## config.mk

```make
export PLATFORM = sky130hd
export DESIGN_NAME = apb_master_arbiter_flat
export DESIGN_NICKNAME = d
export VERILOG_FILES = /design/src/rtl/apb_master_arbiter_if.sv /design/src/rtl/apb_master_arbiter.sv /design/src/flat_wrapper.sv
export SDC_FILE = /design/constraint.sdc
export NUM_CORES = 1
export LEC_CHECK = 0
export CORE_ASPECT_RATIO = 0.75
export CORE_MARGIN = 5
export CORE_UTILIZATION = 35
export CTS_CLUSTER_DIAMETER = 80
export CTS_CLUSTER_SIZE = 40
export DETAILED_ROUTE_END_ITERATION = 8
export GPL_ROUTABILITY_DRIVEN = 0
export PLACE_DENSITY_LB_ADDON = 0.15
export SLEW_MARGIN = 20
export SYNTH_ARGS = -nofsm -noshare
export SYNTH_HDL_FRONTEND = slang
export SYNTH_SLANG_ARGS = --single-unit
```

## constraint.sdc

```tcl
create_clock -name pclk -period 3.1 [get_ports pclk]
set_clock_uncertainty 0.15 [all_clocks]
set_input_delay 0.93 -clock pclk [delete_from_list [all_inputs] [get_ports pclk]]
set_output_delay 0.93 -clock pclk [all_outputs]
set_load 0.05 [all_outputs]
```

## src/rtl/apb_master_arbiter_if.sv

```systemverilog
// APB bus bundle between the arbiter (master side) and the peripheral fabric
// (slave side).
interface apb_master_arbiter_if;
  logic        psel;
  logic        penable;
  logic        pwrite;
  logic [31:0] paddr;
  logic [31:0] pwdata;
  logic [31:0] prdata;
  logic        pready;
  logic        pslverr;

  modport master (
    output psel, penable, pwrite, paddr, pwdata,
    input  prdata, pready, pslverr
  );

  modport slave (
    input  psel, penable, pwrite, paddr, pwdata,
    output prdata, pready, pslverr
  );
endinterface

```

## src/rtl/apb_master_arbiter.sv

```systemverilog
// Round-robin arbiter plus APB3 master sequencer sharing one APB bus between
// NREQ local requesters.
// Optional feature macro: APB_ARB_TIMEOUT_EN. When it is defined, an ACCESS
// phase that reaches TIMEOUT cycles without pready is force-completed with an
// error.
//
// state  | meaning
// IDLE   | bus idle; arbitrate and latch the winning request
// SETUP  | psel=1, penable=0 for the latched transfer
// ACCESS | psel=1, penable=1; wait for pready (or timeout)
module apb_master_arbiter #(
  parameter int NREQ    = 2,
  parameter int TIMEOUT = 16
) (
  input  logic                 pclk,
  input  logic                 preset_n,
  input  logic [NREQ-1:0]      req_valid,
  input  logic [NREQ-1:0]      req_write,
  input  logic [NREQ*32-1:0]   req_addr,
  input  logic [NREQ*32-1:0]   req_wdata,
  output logic [NREQ-1:0]      req_done,
  output logic [31:0]          rsp_rdata,
  output logic                 rsp_err,
  apb_master_arbiter_if.master apb
);

  localparam int OW = (NREQ > 1) ? $clog2(NREQ) : 1;

  localparam logic [1:0] IDLE   = 2'd0;
  localparam logic [1:0] SETUP  = 2'd1;
  localparam logic [1:0] ACCESS = 2'd2;

  logic [1:0]    state;
  logic [OW-1:0] last;
  logic [OW-1:0] owner;
  logic          pwrite_q;
  logic [31:0]   paddr_q;
  logic [31:0]   pwdata_q;

  logic          grant_any;
  logic [OW-1:0] grant_idx;
  logic [OW:0]   cand;
  logic          sel_write;
  logic [31:0]   sel_addr;
  logic [31:0]   sel_wdata;

  logic          in_access;
  logic          normal_done;
  logic          done_now;
  logic          tmo_hit;

  // Round-robin pick: scan last+NREQ down to last+1 so the nearest successor
  // of the previous owner is the one left in grant_idx.
  always_comb begin
    grant_any = 1'b0;
    grant_idx = '0;
    cand      = '0;
    for (int k = NREQ; k >= 1; k--) begin
      cand = {1'b0, last} + (OW+1)'(k);
      if (cand >= (OW+1)'(NREQ)) cand = cand - (OW+1)'(NREQ);
      if (req_valid[cand[OW-1:0]]) begin
        grant_any = 1'b1;
        grant_idx = cand[OW-1:0];
      end
    end
  end

  // Mux out the winning requester's command fields.
  always_comb begin
    sel_write = 1'b0;
    sel_addr  = '0;
    sel_wdata = '0;
    for (int i = 0; i < NREQ; i++) begin
      if (grant_idx == OW'(i)) begin
        sel_write = req_write[i];
        sel_addr  = req_addr[i*32 +: 32];
        sel_wdata = req_wdata[i*32 +: 32];
      end
    end
  end

`ifdef APB_ARB_TIMEOUT_EN
  localparam int CW = $clog2(TIMEOUT) + 1;
  logic [CW-1:0] acc_cnt;

  // Count ACCESS cycles; cleared when a new transfer is granted.
  always_ff @(posedge pclk or negedge preset_n) begin
    if (!preset_n) begin
      acc_cnt <= '0;
    end else if (state == IDLE && grant_any) begin
      acc_cnt <= '0;
    end else if (state == ACCESS) begin
      acc_cnt <= acc_cnt + 1'b1;
    end
  end

  assign tmo_hit = in_access && (acc_cnt == CW'(TIMEOUT - 1));
`else
  logic unused_timeout;
  assign unused_timeout = (TIMEOUT != 0);
  assign tmo_hit        = 1'b0;
`endif

  assign in_access   = (state == ACCESS);
  assign normal_done = in_access && apb.pready;
  assign done_now    = in_access && (apb.pready || tmo_hit);

  // Completion strobe to the owner and response data, all combinational.
  always_comb begin
    req_done = '0;
    for (int i = 0; i < NREQ; i++) begin
      req_done[i] = done_now && (owner == OW'(i));
    end
  end

  // A late pready wins over the timeout, so the error is pslverr then.
  assign rsp_rdata = (normal_done && !pwrite_q) ? apb.prdata : 32'h0;
  assign rsp_err   = done_now && (!apb.pready || apb.pslverr);

  assign apb.psel    = (state != IDLE);
  assign apb.penable = in_access;
  assign apb.pwrite  = pwrite_q;
  assign apb.paddr   = paddr_q;
  assign apb.pwdata  = pwdata_q;

  // Sequencer: grant and latch in IDLE, walk SETUP -> ACCESS, update the
  // round-robin pointer on completion.
  always_ff @(posedge pclk or negedge preset_n) begin
    if (!preset_n) begin
      state    <= IDLE;
      last     <= OW'(NREQ - 1);
      owner    <= '0;
      pwrite_q <= 1'b0;
      paddr_q  <= '0;
      pwdata_q <= '0;
    end else begin
      case (state)
        IDLE: begin
          if (grant_any) begin
            owner    <= grant_idx;
            pwrite_q <= sel_write;
            paddr_q  <= sel_addr;
            pwdata_q <= sel_write ? sel_wdata : 32'h0;
            state    <= SETUP;
          end
        end
        SETUP: state <= ACCESS;
        ACCESS: begin
          if (done_now) begin
            last  <= owner;
            state <= IDLE;
          end
        end
        default: state <= IDLE;
      endcase
    end
  end

endmodule

```

## src/flat_wrapper.sv

```systemverilog
// flat-port wrapper written by rule: the top's interface ports become plain ports
module apb_master_arbiter_flat 
#(
  parameter int NREQ    = 2,
  parameter int TIMEOUT = 16
)
  (pclk, preset_n, req_valid, req_write, req_addr, req_wdata, req_done, rsp_rdata, rsp_err, apb_psel, apb_penable, apb_pwrite, apb_paddr, apb_pwdata, apb_prdata, apb_pready, apb_pslverr);
  apb_master_arbiter_if apb_i ();
  input  logic pclk;
  input  logic preset_n;
  input  logic [NREQ-1:0] req_valid;
  input  logic [NREQ-1:0] req_write;
  input  logic [NREQ*32-1:0] req_addr;
  input  logic [NREQ*32-1:0] req_wdata;
  output logic [NREQ-1:0] req_done;
  output logic [31:0] rsp_rdata;
  output logic rsp_err;
  output wire logic [$bits(apb_i.psel)-1:0] apb_psel;
  output wire logic [$bits(apb_i.penable)-1:0] apb_penable;
  output wire logic [$bits(apb_i.pwrite)-1:0] apb_pwrite;
  output wire logic [$bits(apb_i.paddr)-1:0] apb_paddr;
  output wire logic [$bits(apb_i.pwdata)-1:0] apb_pwdata;
  input wire logic [$bits(apb_i.prdata)-1:0] apb_prdata;
  input wire logic [$bits(apb_i.pready)-1:0] apb_pready;
  input wire logic [$bits(apb_i.pslverr)-1:0] apb_pslverr;
  assign apb_psel = apb_i.psel;
  assign apb_penable = apb_i.penable;
  assign apb_pwrite = apb_i.pwrite;
  assign apb_paddr = apb_i.paddr;
  assign apb_pwdata = apb_i.pwdata;
  assign apb_i.prdata = apb_prdata;
  assign apb_i.pready = apb_pready;
  assign apb_i.pslverr = apb_pslverr;
  apb_master_arbiter #(.NREQ(NREQ), .TIMEOUT(TIMEOUT)) u_core (.pclk(pclk), .preset_n(preset_n), .req_valid(req_valid), .req_write(req_write), .req_addr(req_addr), .req_wdata(req_wdata), .req_done(req_done), .rsp_rdata(rsp_rdata), .rsp_err(rsp_err), .apb(apb_i));
endmodule
```

==> Word-level counts from Yosys, hierarchy flattened <==
Cells that the tools add are included.
{ "classes": {"n_bitwise": 1, "n_reduce_logical": 13, "eq_ne": 4, "n_addsub": 4, "muxes": 18, "order_cmp": 4} }
{ "op_table": {"columns": ["op", "count"], "rows": [
  ["$mux W32", 4],
  ["$mux W1", 11],
  ["$pmux W2 S3", 1],
  ["$reduce_and A2 Y1", 3],
  ["$logic_and A1 B1 Y1", 5],
  ["$ge A2 B2 Y1 const B", 2],
  ["$lt A1 B2 Y1 const B", 2],
  ["$mux W2", 2],
  ["$add A1 B1 Y2 const B", 1],
  ["$add A1 B2 Y2 const B", 1],
  ["$eq A2 B1 Y1 const B", 1],
  ["$eq A2 B2 Y1 const B", 1],
  ["$logic_not A1 Y1", 2],
  ["$logic_not A2 Y1", 1],
  ["$ne A2 B1 Y1 const B", 1],
  ["$ne A2 B2 Y1 const B", 1],
  ["$reduce_bool A2 Y1", 1],
  ["$sub A1 B1 Y1 const B", 2],
  ["$logic_or A1 B1 Y1", 1],
  ["$not A1 Y1", 1]
]} }
{ "totals": {"regBits": 69, "output_inout_bits": 102} }

==> Depth between registers and ports, before layout <==
{ "depth": {"ltp_word": 9, "ltp_mapped": 7, "ltp_nobuf": 4} }

==> Worst setup path before layout <==
OpenSTA, ideal clock, no wires.
{ "synth_timing": {"path_type": "input-to-output", "startpoint": "in apb_pready", "endpoint": "out rsp_rdata[0]", "path_slack_ns": 0.140, "path_stages": 4, "required_time_ns": 2.020, "arrival_ns": 1.880, "cell_sequence": "nand3b_1 nor2_1 clkbuf_1 and2_1"} }
{ "synth_via": {"elab_chain_len": 3} }
{ "synth_lines": {"columns": ["item", "line", "source"], "rows": [
  ["from (decl)", "flat_wrapper.sv:24", "input wire logic [$bits(apb_i.pready)-1:0] apb_pready;"],
  ["$logic_and A1 B1 Y1", "apb_master_arbiter.sv:105", "assign normal_done = in_access && apb.pready;"],
  ["$logic_and A1 B1 Y1", "apb_master_arbiter.sv:117", "assign rsp_rdata = (normal_done && !pwrite_q) ? apb.prdata : 32'h0;"],
  ["$mux W32", "apb_master_arbiter.sv:117", null],
  ["to (decl)", "flat_wrapper.sv:16", "output logic [31:0] rsp_rdata;"]
]} }
No other way between the ends.

==> Final worst setup path <==
{ "layout_timing": {"startpoint": "in apb_pready", "endpoint": "out rsp_rdata[19]"} }
The elaborated chain is that of the path after synthesis.

==> flow_summary.json <==
{
  "fmax_ghz": 0.329,
  "hold_violations": 0,
  "path_clk_slew_ns": 0.05,
  "postSynthAreaPerCell_um2": 11.5,
  "grtUsageTotal": 0.233,
  "first_pass_iters": 4,
  "synth_enable_flop_cells": 0,
  "grt_pass1_vias": 4042,
  "ant_nets": 0,
  "initial_core_util": 0.364,
  "finalCritPeriodShare": 0.980,
  "criticalPathCategory": "in -> out",
  "synthCells": 310,
  "max_stage_delay_ns": 0.29,
  "grt_setup_unrepaired": "false",
  "irDropWorstVdd_mv": 0.450,
  "clock-sinks": 69,
  "dp_slack_ns": -0.283,
  "r2r-start": "u_core.state[0]$_DFFE_PN0P_",
  "cts-root-buf": "clkbuf_16",
  "startpoint_type": "input pin",
  "ctsLongestPathBuffers": 2,
  "path_cells": "buf_4 > nand3b_1 > nor2_4 > bufbuf_16 > and2_4 > buf_12",
  "drt-initial-drc-count": 210,
  "antenna_found_initial": 0,
  "grt_pass1_wl_mm": 22.5,
  "wire_per_inst_um": 20.3,
  "viasPerCell": 5.05,
  "crit_start": "apb_pready",
  "grtUsageMet1": 0.243,
  "grt_overflow": 0,
  "synth_flop_cell": "dfrtp_1",
  "grt_max_degree": 36,
  "n_fill_cell": 655,
  "arrival_ns": 1.96,
  "die_w_um": 127,
  "hp-start": "u_core.apb.paddr[14]$_DFFE_PN0P_",
  "drc": 0,
  "dieArea_um2": 12300,
  "final_nets": 744,
  "cts_tree": "built",
  "synth_seq_area_share": 0.484,
  "drive_above_1_share": 0.287,
  "finalNonFillerCells": 713,
  "netlist-cell-type-count": 25,
  "period_needed_ns": 3.04,
  "min_path_type": "reg -> reg",
  "met3_usage": 0.103,
  "slew_viol_final": 0,
  "tightest_slew_ns": 0.579,
  "area_growth_pct": 104,
  "worstPathRequired_ns": 2.02,
  "powerDensity_nw_per_um2": 970,
  "cp-end-kind": "output pin",
  "portBuffers": 269,
  "crit_path_max_fanout": 8,
  "slew_headroom": 0.613,
  "ys_seq_elements": 69,
  "insertion_delay_ns": 0.32,
  "ios": 270,
  "maxCapViolCount": 0,
  "wl_mm": 14.5,
  "finalSetupViolCount": 0,
  "grt_use_met2": 0.415,
  "syn_nets": 478,
  "top_usage_layer": "met2",
  "synth_area_um2": 3570,
  "rows": 31,
  "die_y_um": 97.4,
  "cp_slowest_cell": "bufbuf_16",
  "n_antenna_cell": 0,
  "async_flop_share": 1.00,
  "num_vias": 3601,
  "ys_warn_count": 0,
  "dp_cells": 693,
  "htree_levels": 3,
  "status": "finished, final reports clean",
  "p_leak_nw": 2.99,
  "post-dp-hpwl_mm": 10.9,
  "core_area_um2": 9810,
  "finalWorstSetupSlack_ns": 0.0616,
  "ctsHoldBuffers": 0,
  "cts_made_buffers": 9
}
cells by family after synthesis:
logic type | share of synthesized area
flip-flops | 0.484
multiplexers | 0.211
AND/OR/NAND/NOR | 0.156
buffers and inverters | 0.0509
AO/OA/AOI/OAI | 0.0975
state kept, by name (all words and copies together) (netlist names):
signal and count:
u_core.apb.pwrite 1, u_core.state 2, u_core.last 1, u_core.apb.pwdata 32, u_core.owner 1, u_core.apb.paddr 32
path summary, 6_finish.rpt:
| check | endpoint | slack (ns) | cells past startpoint |
|---|---|---|---|
| max in group asynchronous | u_core.apb.paddr[7]$_DFFE_PN0P_ | 1.62 | 2 |
| hold reg to reg | u_core.apb.paddr[14]$_DFFE_PN0P_ | 0.33 | 1 |
| setup reg to reg | u_core.apb.paddr[29]$_DFFE_PN0P_ | 0.99 | 4 |
| hold / removal | u_core.apb.paddr[14]$_DFFE_PN0P_ | 0.33 | 1 |
| min in group asynchronous | u_core.apb.pwdata[16]$_DFFE_PN0P_ | 0.42 | 1 |
| setup / recovery | rsp_rdata[19] | 0.06 | 6 |
timing repair:
| action | 4_1_cts | 5_1_grt |
|---|---|---|
| gates cloned | 3 | 0 |
| endpoints found under the setup margin | 33 | 16 |
| pin swaps | 3 | 2 |
| gates resized for setup | 40 | 1 |
| setup buffers | 2 | 0 |
critical path: cells and delay by family:
family                 cells  cell delay, ns
buffers and inverters      3            0.52
AND/OR/NAND/NOR            3            0.50
per-layer routing:
metal,part of all wire,wire (um)
met1,0.35,5020
met2,0.52,7530
met3,0.11,1580
met4,0.024,354
met5,0,0
layout by cell type, fill, tap and decap left out, types with 2 or more instances in the layout:
cell	count
and2_4	32
or2_1	2
bufinv_16	2
clkdlybuf4s50_1	231
dfrtp_1	68
buf_16	2
and3_1	2
buf_4	7
mux2_1	4
o21ai_0	2
nor3_1	32
clkbuf_8	2
clkbuf_16	9
mux2_2	62
nor2_1	2
a221o_1	32
nand2_1	33
buf_12	41
nor2b_1	2
metrics by stage:
| stage | TNS (ns) | area (um2) | utilization | total power, mW | hold slack [ns] |
|---|---|---|---|---|---|
| 2_1_floorplan | 0 | 3570 | - | 4.27 | 0.327 |
| 3_3_place_gp | -7.33 | 6740 | 0.686 | 5.79 | 0.318 |
| 6_report | 0 | 7260 | 0.740 | 7.05 | 0.332 |
| 5_1_grt | 0 | 7260 | 0.740 | 7.36 | 0.370 |
| 3_5_place_dp | -8.44 | 6740 | 0.686 | 5.84 | 0.324 |
| 4_1_cts | 0 | 7280 | 0.742 | 7.11 | 0.336 |
report_power, final:
part           switching, mW  total (mW)  internal [mW]  leakage (nW)
logic                   2.58        4.32           1.74          1.98
clock network          0.376        1.13          0.749         0.162
registers              0.257        1.60           1.35         0.851
cell usage after synthesis, drive strengths merged, types with 2 or more instances:
cell type  count  area (um2)
mux2          66         743
or2            2        12.5
nor2           3        11.3
and2          32         200
buf           15         126
nand2         33         124
nor2b          2        12.5
and3           2        12.5
a221o         32         320
dfrtp         68        1700
clkbuf        13        48.8
o21ai          2        10.0
nor3          33         170
final cells by class:
class | instances | area, um2 | share of cell area
clock buffer | 11 | 253 | 0.0348
clock inverter | 5 | 81.3 | 0.0112
inverter | 1 | 6.26 | 0.000861
multi-input combinational | 212 | 1750 | 0.241
sequential | 69 | 1730 | 0.238
tap | 132 | 165 | 0.0227
timing repair buffer | 283 | 3280 | 0.451
(Power assumes the default switching activity.)
